**src/rtl/neopixel_driver.sv**
```systemverilog
// WS2812 ("NeoPixel") frame driver: fetches NUM_PIXELS GRB words from an external
// pixel memory, serialises each MSB first, then holds the line low to latch the frame.
module neopixel_driver #(
  parameter int NUM_PIXELS = 8,
  parameter int T0H        = 18,
  parameter int T1H        = 35,
  parameter int TBIT       = 63,
  parameter int TRESET     = 3000
) (
  input  logic                                                clock,
  input  logic                                                reset_n,
  input  logic                                                start,
  output logic [$clog2(NUM_PIXELS > 1 ? NUM_PIXELS : 2)-1:0] pixel_addr,
  output logic                                                pixel_re,
  input  logic [23:0]                                         pixel_data,
  output logic                                                serial_out,
  output logic                                                busy,
  output logic                                                done
);

  localparam int AW = $clog2(NUM_PIXELS > 1 ? NUM_PIXELS : 2);
  localparam int CW = $clog2(TBIT > 1 ? TBIT : 2);
  localparam int LW = $clog2(TRESET > 1 ? TRESET : 2);

  localparam logic [1:0] IDLE  = 2'd0;
  localparam logic [1:0] FETCH = 2'd1;
  localparam logic [1:0] SEND  = 2'd2;
  localparam logic [1:0] LATCH = 2'd3;

  localparam logic [CW-1:0] T0H_C      = CW'(T0H);
  localparam logic [CW-1:0] T1H_C      = CW'(T1H);
  localparam logic [CW-1:0] TBIT_LAST  = CW'(TBIT - 1);
  localparam logic [LW-1:0] LATCH_LAST = LW'(TRESET - 1);
  localparam logic [AW-1:0] IDX_LAST   = AW'(NUM_PIXELS - 1);

  logic [1:0]    state_r, state_s;
  logic [CW-1:0] cyc_r, cyc_s;
  logic [4:0]    bit_r, bit_s;
  logic [23:0]   shift_r, shift_s;
  logic [AW-1:0] idx_r, idx_s;
  logic [LW-1:0] lat_r, lat_s;
  logic          done_s;
  logic          high_s;

  // Next-state logic; outputs are derived from the next-state values so they can be registered.
  always_comb begin
    state_s = state_r;
    cyc_s   = cyc_r;
    bit_s   = bit_r;
    shift_s = shift_r;
    idx_s   = idx_r;
    lat_s   = lat_r;
    done_s  = 1'b0;
    high_s  = 1'b0;
    case (state_r)
      IDLE: begin
        if (start) begin
          state_s = FETCH;
          idx_s   = {AW{1'b0}};
        end else begin
          state_s = IDLE;
        end
      end
      FETCH: begin
        shift_s = pixel_data;
        cyc_s   = {CW{1'b0}};
        bit_s   = 5'd0;
        state_s = SEND;
      end
      SEND: begin
        if (cyc_r == TBIT_LAST) begin
          cyc_s   = {CW{1'b0}};
          shift_s = {shift_r[22:0], 1'b0};
          if (bit_r == 5'd23) begin
            if (idx_r < IDX_LAST) begin
              idx_s   = idx_r + AW'(1);
              state_s = FETCH;
            end else begin
              state_s = LATCH;
              lat_s   = {LW{1'b0}};
            end
          end else begin
            bit_s = bit_r + 5'd1;
          end
        end else begin
          cyc_s = cyc_r + CW'(1);
        end
      end
      LATCH: begin
        if (lat_r == LATCH_LAST) begin
          state_s = IDLE;
          done_s  = 1'b1;
        end else begin
          lat_s = lat_r + LW'(1);
        end
      end
      default: begin
        state_s = IDLE;
      end
    endcase
    // High phase length depends on the bit currently at the top of the shift register.
    if (state_s == SEND) begin
      if (shift_s[23]) begin
        high_s = (cyc_s < T1H_C);
      end else begin
        high_s = (cyc_s < T0H_C);
      end
    end else begin
      high_s = 1'b0;
    end
  end

  // State, counters and registered outputs.
  always_ff @(posedge clock or negedge reset_n) begin
    if (!reset_n) begin
      state_r    <= IDLE;
      cyc_r      <= {CW{1'b0}};
      bit_r      <= 5'd0;
      shift_r    <= 24'd0;
      idx_r      <= {AW{1'b0}};
      lat_r      <= {LW{1'b0}};
      pixel_addr <= {AW{1'b0}};
      pixel_re   <= 1'b0;
      serial_out <= 1'b0;
      busy       <= 1'b0;
      done       <= 1'b0;
    end else begin
      state_r    <= state_s;
      cyc_r      <= cyc_s;
      bit_r      <= bit_s;
      shift_r    <= shift_s;
      idx_r      <= idx_s;
      lat_r      <= lat_s;
      pixel_addr <= idx_s;
      pixel_re   <= (state_s == FETCH);
      serial_out <= high_s;
      busy       <= (state_s != IDLE);
      done       <= done_s;
    end
  end

endmodule

```
**config.mk**
```make
export PLATFORM = sky130hd
export DESIGN_NAME = neopixel_driver
export DESIGN_NICKNAME = d
export VERILOG_FILES = /design/src/rtl/neopixel_driver.sv
export SDC_FILE = /design/constraint.sdc
export NUM_CORES = 1
export LEC_CHECK = 0
export ABC_AREA = 1
export BUFFER_PORTS_ARGS = -buffer_cell sky130_fd_sc_hd__buf_2
export CAP_MARGIN = 20
export CORE_ASPECT_RATIO = 1.4
export CORE_UTILIZATION = 36
export DETAILED_ROUTE_END_ITERATION = 10
export PLACE_DENSITY_LB_ADDON = 0.15
export SLEW_MARGIN = 25
export SYNTH_ARGS = -nofsm -noshare
export SYNTH_HDL_FRONTEND = slang
export SYNTH_SLANG_ARGS = --single-unit
```
**constraint.sdc**
```tcl
create_clock -name clock -period 2.5 [get_ports clock]
set_clock_uncertainty 0.15 [all_clocks]
set_input_delay 0.75 -clock clock [delete_from_list [all_inputs] [get_ports clock]]
set_output_delay 0.75 -clock clock [all_outputs]
set_load 0.01 [all_outputs]
```
==> reports/results.txt, run 1 <==
Setup violators final: 0
Crit-path slowest cell: dfrtp_1
GRT overflow: 0
Max-slew violations: 0
Clock Sinks: 56
CP top delay family: buffers and inverters
GPL Wtd Cong: 0.816
CTS H-tree depth: 2
Syn nets: 433
Drt initial violations: 144
Post-synthesis cell type count: 32
Cts hold-fix bufs: 0
Seq/Total Area, Yosys: 0.453
First-pass GRT wire length: 11600 um
Arr. time, crit path: 2.13 ns
WP buf/inv: 3
R2R Setup Slk: 0.43 ns
CP dominant cell by count: nand2_1
DRT Wirelength: 6620 um
Final net count: 463
CTS tree: done
CTS Buf Count: 5
Critical path class: reg -> reg
Worst VDD drop: 267 uV
Startpoint Class: flip-flop
Synthesized area: 3090 um2
Post-synth EDFFs: 0
Clock Root Buffer: clkbuf_16
Max_cap viols: 0
Worst Tran Pin Value: 0.557 ns
Yosys reg bits: 56
Drt pass-1 iters: 4
Largest family of logic cells by synthesized area: simple AND/OR/NAND/NOR gates
Cells on worst reg2reg path: 13
Minimum clock period: 2.07 ns
IO Port Bufs: 33
Layout cells sized above 1: 0.152
Initial core utilization: 0.375
Main synth FF type: dfrtp_1
Crit Path Max Fanout: 34
Outcome: completed
Placeable Area: 8250 um2
Fmax: 484 MHz
Compound-cell area share of the yosys netlist: 0.119
Xor/xnor cell area share of the yosys netlist: 0.0340
Post-CTS Resized: 0
Clock transition at the registers of the reported paths: 0.07 ns
Syn Area/Cell: 7.80 um2
Share of synthesized area spent on multiplexers: 0
Vias: 2604
Residual DRC: 0
Wire length per cell: 12.5 um
Syn-to-layout area delta: 13.8%
I/O pins: 34
PwrDens: 487 nW/um2
Stages on worst setup path: 13
Footprint of the multi-input gates: 1470 um2
CP required: 2.57 ns
Largest net degree at the start of global routing: 57
Unrepaired setup endpoints after global routing: false
Setup TNS: 0 ns
Yosys warnings: 0
Simple-gate share of the synthesized area: 0.281
Final core utilization: 0.427
Clock Tree Buf Depth: 2
P_leak: 1.65 nW
Number of global-route vias before repair: 2571
R2R Path Start: state_r[0]
Synth Area in Adders: 0.0405
Postcts setup bufs: 0
Worst flop-to-flop path endpoint: serial_out
Sequential Area: 1400 um2
Relative slew slack: 0.628
GR Util All Layers: 0.165
Die Area: 8960 um2
Post-synth ARST share: 1.00
Antenna violations before repair: 0
Worst Hold Class: in -> async
Syn Inst Count: 396
Clock latency at the later pin of the worst-skew pair: 0.30 ns
Antenna Nets Post-Route: 0
Row count: 39
Layout fillers: 842
Max incr delay on CP: 0.40 ns
Crit. End Element: flip-flop
Via density: 4.92
Die width: 80.3 um
CP Cell Sequence: inv_1 > ha_1 > buf_4 > nand2_1 > inv_1 > nand3_1 > nand2_1 > nand2_1 > nand2_1 > nand2_1 > nand2_1 > nand2_1 > a21oi_1
# diodes: 0
Post-DP HPWL: 4780 um
Final hold vios: 0
Die Y-Extent: 112 um
Final worst-path cycle share: 0.827
## cell type report
cell class | count | share of cell area
Tap cell | 102 | 0.0363
Multi-Input combinational cell | 288 | 0.417
Sequential cell | 56 | 0.398
Clock inverter | 2 | 0.00284
Inverter | 35 | 0.0373
Timing Repair Buffer | 40 | 0.0690
Clock buffer | 6 | 0.0395
## cell usage in the layout (no fill, tap or decap), types with 2 or more instances in the layout
cell type,instances
nor2_4,3
buf_4,5
buf_2,33
a21oi_1,46
inv_2,5
nand3_1,41
clkbuf_16,5
ha_1,10
nand4_1,5
inv_1,29
o21ai_1,3
xor2_1,11
nand2_1,85
nor2_1,48
clkinv_2,2
o21ai_2,4
dfrtp_1,56
buf_12,2
nor3_1,8
o21ai_0,11
nand3_2,2
## registers in the layout, summed over array words and instances (netlist names)
| register | flops |
|---|---|
| state_r | 2 |
| lat_r | 12 |
| serial_out | 1 |
| bit_r | 5 |
| busy | 1 |
| pixel_re | 1 |
| idx_r | 3 |
| done | 1 |
| shift_r | 24 |
| cyc_r | 6 |
## power by group
group,switching (W),internal (W)
Combinational,0.0000349,0.0000274
Sequential,0.0000106,0.000925
Clock,0.000320,0.000396
Total,0.000366,0.00135
## cell usage after synthesis (2+ instances only)
cell type / instances / share of area
nand3_1: 41 / 0.066
nand4_1: 5 / 0.010
dfrtp_1: 56 / 0.45
nor2_4: 3 / 0.011
nor3_1: 8 / 0.013
o21ai_1: 3 / 0.0049
a21oi_1: 46 / 0.074
inv_1: 29 / 0.035
inv_2: 5 / 0.0061
buf_2: 7 / 0.011
buf_6: 2 / 0.0073
nand2_1: 85 / 0.10
nand3_2: 2 / 0.0065
o21ai_2: 4 / 0.011
o21ai_0: 11 / 0.018
xor2_1: 11 / 0.031
ha_1: 10 / 0.040
clkbuf_1: 7 / 0.0085
nor2_1: 48 / 0.058
## logic make-up after synthesis
kind of cell    Yosys count
compound gates           68
xor+xnor                 12
fa+ha+maj                10
buf+inv                  52
flops                    56
simple gates            198
## layer usage
metal | global-route usage | vias up | part of all wire
met5 | 0 | - | 0
met4 | 0.0571 | 0 | 0.016
met3 | 0.0279 | 7 | 0.021
met2 | 0.284 | 28 | 0.53
met1 | 0.204 | 1219 | 0.44
li1 | - | 1350 | -
## through the flow
| stage | setup WS, ns | total power, W | hold slack (ns) | instances | instance area (um2) |
|---|---|---|---|---|---|
| 5_1_grt | 0.162 | 0.00179 | 0.317 | 529 | 3520 |
| 3_3_place_gp | 0.487 | 0.00102 | 0.326 | 521 | 3370 |
| 2_1_floorplan | 0.712 | 0.000968 | 0.303 | 396 | 3090 |
| 3_5_place_dp | 0.432 | 0.00102 | 0.331 | 521 | 3370 |
| 6_report | 0.432 | 0.00171 | 0.293 | 529 | 3520 |
| 4_1_cts | 0.410 | 0.00174 | 0.310 | 529 | 3520 |
## worst max path at each step
stage	startpoint	to
CTS	state_r[0]	serial_out
floorplan	state_r[0]	shift_r[17]
global placement	state_r[0]	serial_out
detailed placement	state_r[0]	serial_out
finish	state_r[0]	serial_out
global route	state_r[0]	serial_out
Power figures use the tool's default switching activity.
==> inputs of run 2 (changes only) <==
==> constraint.sdc (replaced) <==
create_clock -name clock -period 2 [get_ports clock]
set_clock_uncertainty 0.15 [all_clocks]
set_input_delay 0.6 -clock clock [delete_from_list [all_inputs] [get_ports clock]]
set_output_delay 0.6 -clock clock [all_outputs]
set_load 0.01 [all_outputs]
==> run 2 against run 1 <==
Combinational power increased by 23%. Power increased by 24%. Register-to-register slack got worse by 0.28 ns. Cell count is 2.1% higher. Design area is 2.2% higher. Global-route usage grew 0.69 points. Worst hold slack worse by 0.14 ns.
==> reports/results.txt, run 2 (same netlist as run 1, synthesis figures left out) <==
Minimum clock period: 1.85 ns (-0.220 ns)
Cts hold-fix bufs: 0 (unchanged)
Syn-to-layout area delta: 16.4%
# diodes: 0 (unchanged)
Setup TNS: 0 ns (unchanged)
Max-slew violations: 0 (unchanged)
Post-DP HPWL: 5070 um (+6.0%)
P_leak: 1.69 nW (+2.6%)
Largest register FFs: 24 (unchanged)
Wire length per cell: 13.3 um (+6.0%)
Most common cell after layout, fill and taps aside: nand2_1
Clock transition at the registers of the reported paths: 0.07 ns (about the same)
Drt initial violations: 71 (-51%)
Final worst-path cycle share: 0.924 (+0.0968)
Via density: 4.99 (+1.3%)
WHS: 0.156 ns (-0.137 ns)
Largest net degree at the start of global routing: 33 (-42%)
GPL Wtd Cong: 0.845 (+3.6%)
CP required: 2.03 ns (-0.54 ns)
Crit Path Max Fanout: 4 (-88%)
Worst Hold Class: in -> async
Unrepaired setup endpoints after global routing: false
IO Port Bufs: 33 (unchanged)
Worst Tran Pin Value: 0.416 ns (-0.141 ns)
First-pass GRT wire length: 12100 um (+4.3%)
Critical path class: reg -> reg
Relative slew slack: 0.723 (+0.0941)
Clock Root Buffer: clkbuf_16
Startpoint Class: flip-flop
Layout fillers: 826 (-1.9%)
Die Y-Extent: 112 um (unchanged)
Max_cap viols: 0 (unchanged)
CTS Buf Count: 5 (unchanged)
Antenna Nets Post-Route: 0 (unchanged)
PwrDens: 589 nW/um2 (+21%)
Clock Sinks: 56 (unchanged)
CTS H-tree depth: 2 (unchanged)
Final hold vios: 0 (unchanged)
Number of global-route vias before repair: 2650 (+3.1%)
DRT Wirelength: 7170 um (+8.2%)
Postcts setup bufs: 0 (unchanged)
Clock Tree Buf Depth: 2 (unchanged)
Layout cells sized above 1: 0.183 (+0.0304)
Residual DRC: 0 (unchanged)
Row count: 39 (unchanged)
Die width: 80.3 um (unchanged)
Drt pass-1 iters: 4 (unchanged)
Vias: 2692 (+3.4%)
Crit. End Element: flip-flop
GR Util All Layers: 0.172 (+0.00694)
Most frequent cells in the layout: nand2_1, dfrtp_1, nor2_1
Most flop-heavy register: shift_r
Worst VDD drop: 327 uV (+23%)
Outcome: completed
Initial core utilization: 0.375 (unchanged)
Die Area: 8960 um2 (unchanged)
Placeable Area: 8250 um2 (unchanged)
GRT overflow: 0 (unchanged)
Fmax: 541 MHz (+12%)
Largest registers: shift_r (24), lat_r (12), cyc_r (6)
Clock latency at the later pin of the worst-skew pair: 0.30 ns (about the same)
Post-CTS Resized: 0 (unchanged)
CTS tree: done
I/O pins: 34 (unchanged)
Antenna violations before repair: 0 (unchanged)
Setup violators final: 0 (unchanged)
Final net count: 475 (+2.6%)
Arr. time, crit path: 1.88 ns (-0.25 ns)
[run 2: stage by stage]
step | instances | util | cell area (um2) | setup WS [ns] | power, W
floorplan | 396 | - | 3090 | 0.212 | 0.00121
global placement | 532 | 0.417 | 3440 | 0.160 | 0.00127
detailed placement | 532 | 0.417 | 3440 | 0.0910 | 0.00127
CTS | 539 | 0.434 | 3580 | 0.0974 | 0.00216
global route | 540 | 0.436 | 3600 | 0.00354 | 0.00220
finish | 540 | 0.436 | 3600 | 0.152 | 0.00212
[run 2: where the power goes]
| group | internal (W) | leakage [nW] | switching (W) |
|---|---|---|---|
| Sequential | 0.00116 | 0.696 | 0.0000133 |
| Clock | 0.000457 | 0.0657 | 0.000415 |
| Combinational | 0.0000328 | 0.929 | 0.0000441 |
[run 2: critical path, cell delays in order, from the launching register on]
cell and delay [ns]:
dfrtp_1 0.39, inv_1 0.07, ha_1 0.35, nand2_1 0.11
nor2_1 0.12, xor2_1 0.17, nand2_1 0.12, o21ai_0 0.17
a21oi_1 0.09
[run 2: metal layers]
metal | global-route usage | routed length (um) | vias up
met5 | 0 | 0 | -
met3 | 0.0336 | 225 | 11
met1 | 0.204 | 3160 | 1269
li1 | - | - | 1372
met4 | 0.0631 | 153 | 0
met2 | 0.301 | 3620 | 40
[run 2: cell type report]
| cell class | count | area [um2] | share of cell area |
|---|---|---|---|
| clock inverters | 2 | 12.5 | 0.00348 |
| well taps | 102 | 128 | 0.0355 |
| inverters | 35 | 131 | 0.0365 |
| repair buffers | 51 | 317 | 0.0880 |
| multi-input cells | 289 | 1480 | 0.412 |
| flip-flops and latches | 56 | 1400 | 0.390 |
| clock buffers | 5 | 125 | 0.0348 |
[run 2: path summary, 6_finish.rpt]
| path | start | endpoint | slack, ns | cells after the start |
|---|---|---|---|---|
| worst max-delay path | state_r[1] | serial_out | 0.15 | 8 |
| worst min-delay path | reset_n | busy | 0.16 | 2 |
| worst max register to register | state_r[1] | serial_out | 0.15 | 8 |
| worst min register to register | shift_r[23] | shift_r[23] | 0.35 | 2 |
| max in group asynchronous | reset_n | shift_r[17] | 1.21 | 2 |
| min in group clock | shift_r[23] | shift_r[23] | 0.35 | 2 |
==> inputs of run 3 (changes only) <==
--- a/config.mk
+++ b/config.mk
@@ -8,6 +8,8 @@
 export ABC_AREA = 1
 export BUFFER_PORTS_ARGS = -buffer_cell sky130_fd_sc_hd__buf_2
 export CAP_MARGIN = 20
+export CELL_PAD_IN_SITES_DETAIL_PLACEMENT = 1
+export CELL_PAD_IN_SITES_GLOBAL_PLACEMENT = 1
 export CORE_ASPECT_RATIO = 1.4
 export CORE_UTILIZATION = 36
 export DETAILED_ROUTE_END_ITERATION = 10
==> run 3 against run 2 <==
Maximum frequency shrank 1.2%. Critical path depth grew 1. Wire length rose by 13%. Setup slack worse by 0.023 ns. Utilization is 2.2 points higher. Combinational power increased by 3.4%. Sequential power hardly changed. Clock-buffer cell count up 1. Die area unchanged. Power increased by 8.6%. Via count rose by 3.9%. Register-to-register slack got worse by 0.02 ns.
==> reports/results.txt, run 3 (same netlist as run 1, synthesis figures left out) <==
Fmax: 534 MHz (-1.2%)
GPL Wtd Cong: 0.796 (-5.9%)
Clock Tree Buf Depth: 2 (unchanged)
Clock latency at the later pin of the worst-skew pair: 0.30 ns (about the same)
CTS Buf Count: 5 (unchanged)
Final instance area: 3770 um2 (+4.9%)
Final worst-path cycle share: 0.936 (+0.0117)
Worst Tran Pin Value: 0.322 ns (-0.0941 ns)
Residual DRC: 0 (unchanged)
IO Port Bufs: 33 (unchanged)
GR Util All Layers: 0.190 (+0.0188)
Sequential Area: 1400 um2 (unchanged)
Outcome: completed
Final net count: 478 (+0.63%)
DRT Wirelength: 8120 um (+13%)
Worst Hold Class: in -> async
Setup violators final: 0 (unchanged)
Crit Path Max Fanout: 4 (unchanged)
Post-DP HPWL: 5660 um (+12%)
I/O pins: 34 (unchanged)
Clock Sinks: 56 (unchanged)
Die Y-Extent: 112 um (unchanged)
First-pass GRT wire length: 13400 um (+11%)
Final non-filler cell total: 544 (+0.74%)
Syn-to-layout area delta: 22.1%
Antenna Nets Post-Route: 0 (unchanged)
Startpoint Class: flip-flop
Worst VDD drop: 287 uV (-12%)
Clock Root Buffer: clkbuf_16
Final hold vios: 0 (unchanged)
Largest net degree at the start of global routing: 57 (+73%)
Footprint of the multi-input gates: 1550 um2 (+4.9%)
Most common cell after layout, fill and taps aside: nand2_1
CTS H-tree depth: 2 (unchanged)
Arr. time, crit path: 1.94 ns (+0.06 ns)
Largest register FFs: 24 (unchanged)
GRT overflow: 0 (unchanged)
Cts hold-fix bufs: 0 (unchanged)
Via density: 5.14 (+3.1%)
Most frequent cells in the layout: nand2_1, dfrtp_1, nor2_1
Placed cell count: 530 (-0.38%)
Layout cells sized above 1: 0.208 (+0.0255)
Max-slew violations: 0 (unchanged)
# diodes: 0 (unchanged)
Relative slew slack: 0.785 (+0.0627)
Drt initial violations: 68 (-4.2%)
Max_cap viols: 0 (unchanged)
DP Area: 3440 um2 (about the same)
Row count: 39 (unchanged)
CTS tree: done
Placeable Area: 8250 um2 (unchanged)
Die width: 80.3 um (unchanged)
Die Area: 8960 um2 (unchanged)
Layout fillers: 1020 (+23%)
Antenna violations before repair: 0 (unchanged)
CP required: 2.07 ns (+0.04 ns)
Minimum clock period: 1.87 ns (+0.0233 ns)
Crit. End Element: flip-flop
Unrepaired setup endpoints after global routing: true
Number of global-route vias before repair: 2863 (+8.0%)
PwrDens: 609 nW/um2 (+3.5%)
Vias: 2797 (+3.9%)
Wire length per cell: 14.9 um (+12%)
Drt pass-1 iters: 4 (unchanged)
Most flop-heavy register: shift_r
Critical path class: reg -> reg
Initial core utilization: 0.375 (unchanged)
Clock transition at the registers of the reported paths: 0.07 ns (about the same)
P_leak: 1.74 nW (+3.1%)
Largest registers: shift_r (24), lat_r (12), cyc_r (6)
run 3: repair_timing:
item | in CTS | in global routing
setup buffers | 0 | 4
resized for setup | 1 | 22
setup endpoints to repair | 1 | 41
pin swaps | 0 | 6
gates cloned | 0 | 2
endpoints found under the hold margin | 0 | 0
run 3: cell type report:
class / instances / share of cell area
Tap cell: 102 / 0.0338
Sequential cell: 56 / 0.371
Timing Repair Buffer: 54 / 0.101
Inverter: 35 / 0.0348
Clock inverter: 2 / 0.0103
Clock buffer: 6 / 0.0368
Multi-Input combinational cell: 289 / 0.412
run 3: worst max-delay path, stage by stage, from the launching register on:
cell,delay [ns]
dfrtp_1,0.41
ha_2,0.25
nand2_1,0.06
nor2_1,0.16
nand3_1,0.12
nand2_1,0.16
nand2_1,0.08
nand3b_1,0.15
nand3_1,0.12
a21oi_1,0.14
run 3: per-layer routing:
layer  routed length, um  part of all wire  global-route usage
met1                3420              0.42               0.232
met2                4460              0.55               0.342
met3                 142             0.017              0.0270
met4                  96             0.012              0.0536
met5                   0                 0                   0
run 3: worst paths after layout:
kind | startpoint | end | slack (ns) | cells past startpoint
min in group clock | shift_r[0] | shift_r[0] | 0.35 | 2
max reg2reg | lat_r[1] | serial_out | 0.13 | 9
min reg2reg | shift_r[0] | shift_r[0] | 0.35 | 2
max in group asynchronous | reset_n | shift_r[0] | 1.29 | 2
min | reset_n | idx_r[0] | 0.14 | 2
max | lat_r[1] | serial_out | 0.13 | 9
run 3: stage by stage:
step	setup WS, ns	setup TNS [ns]	utilization	total power [W]	hold slack, ns
final	0.129	0	0.458	0.00230	0.140
after CTS	0.0161	0	0.439	0.00234	0.158
after global placement	0.0646	0	0.417	0.00127	0.322
after detailed placement	-0.0227	-0.0227	0.417	0.00127	0.338
after floorplan	0.212	0	-	0.00121	0.154
after global routing	-0.0102	-0.0179	0.458	0.00238	0.173
run 3: where the power goes:
group,switching [W],internal (W)
clock network,0.000422,0.000628
logic,0.0000450,0.0000345
registers,0.0000137,0.00116
total,0.000480,0.00182
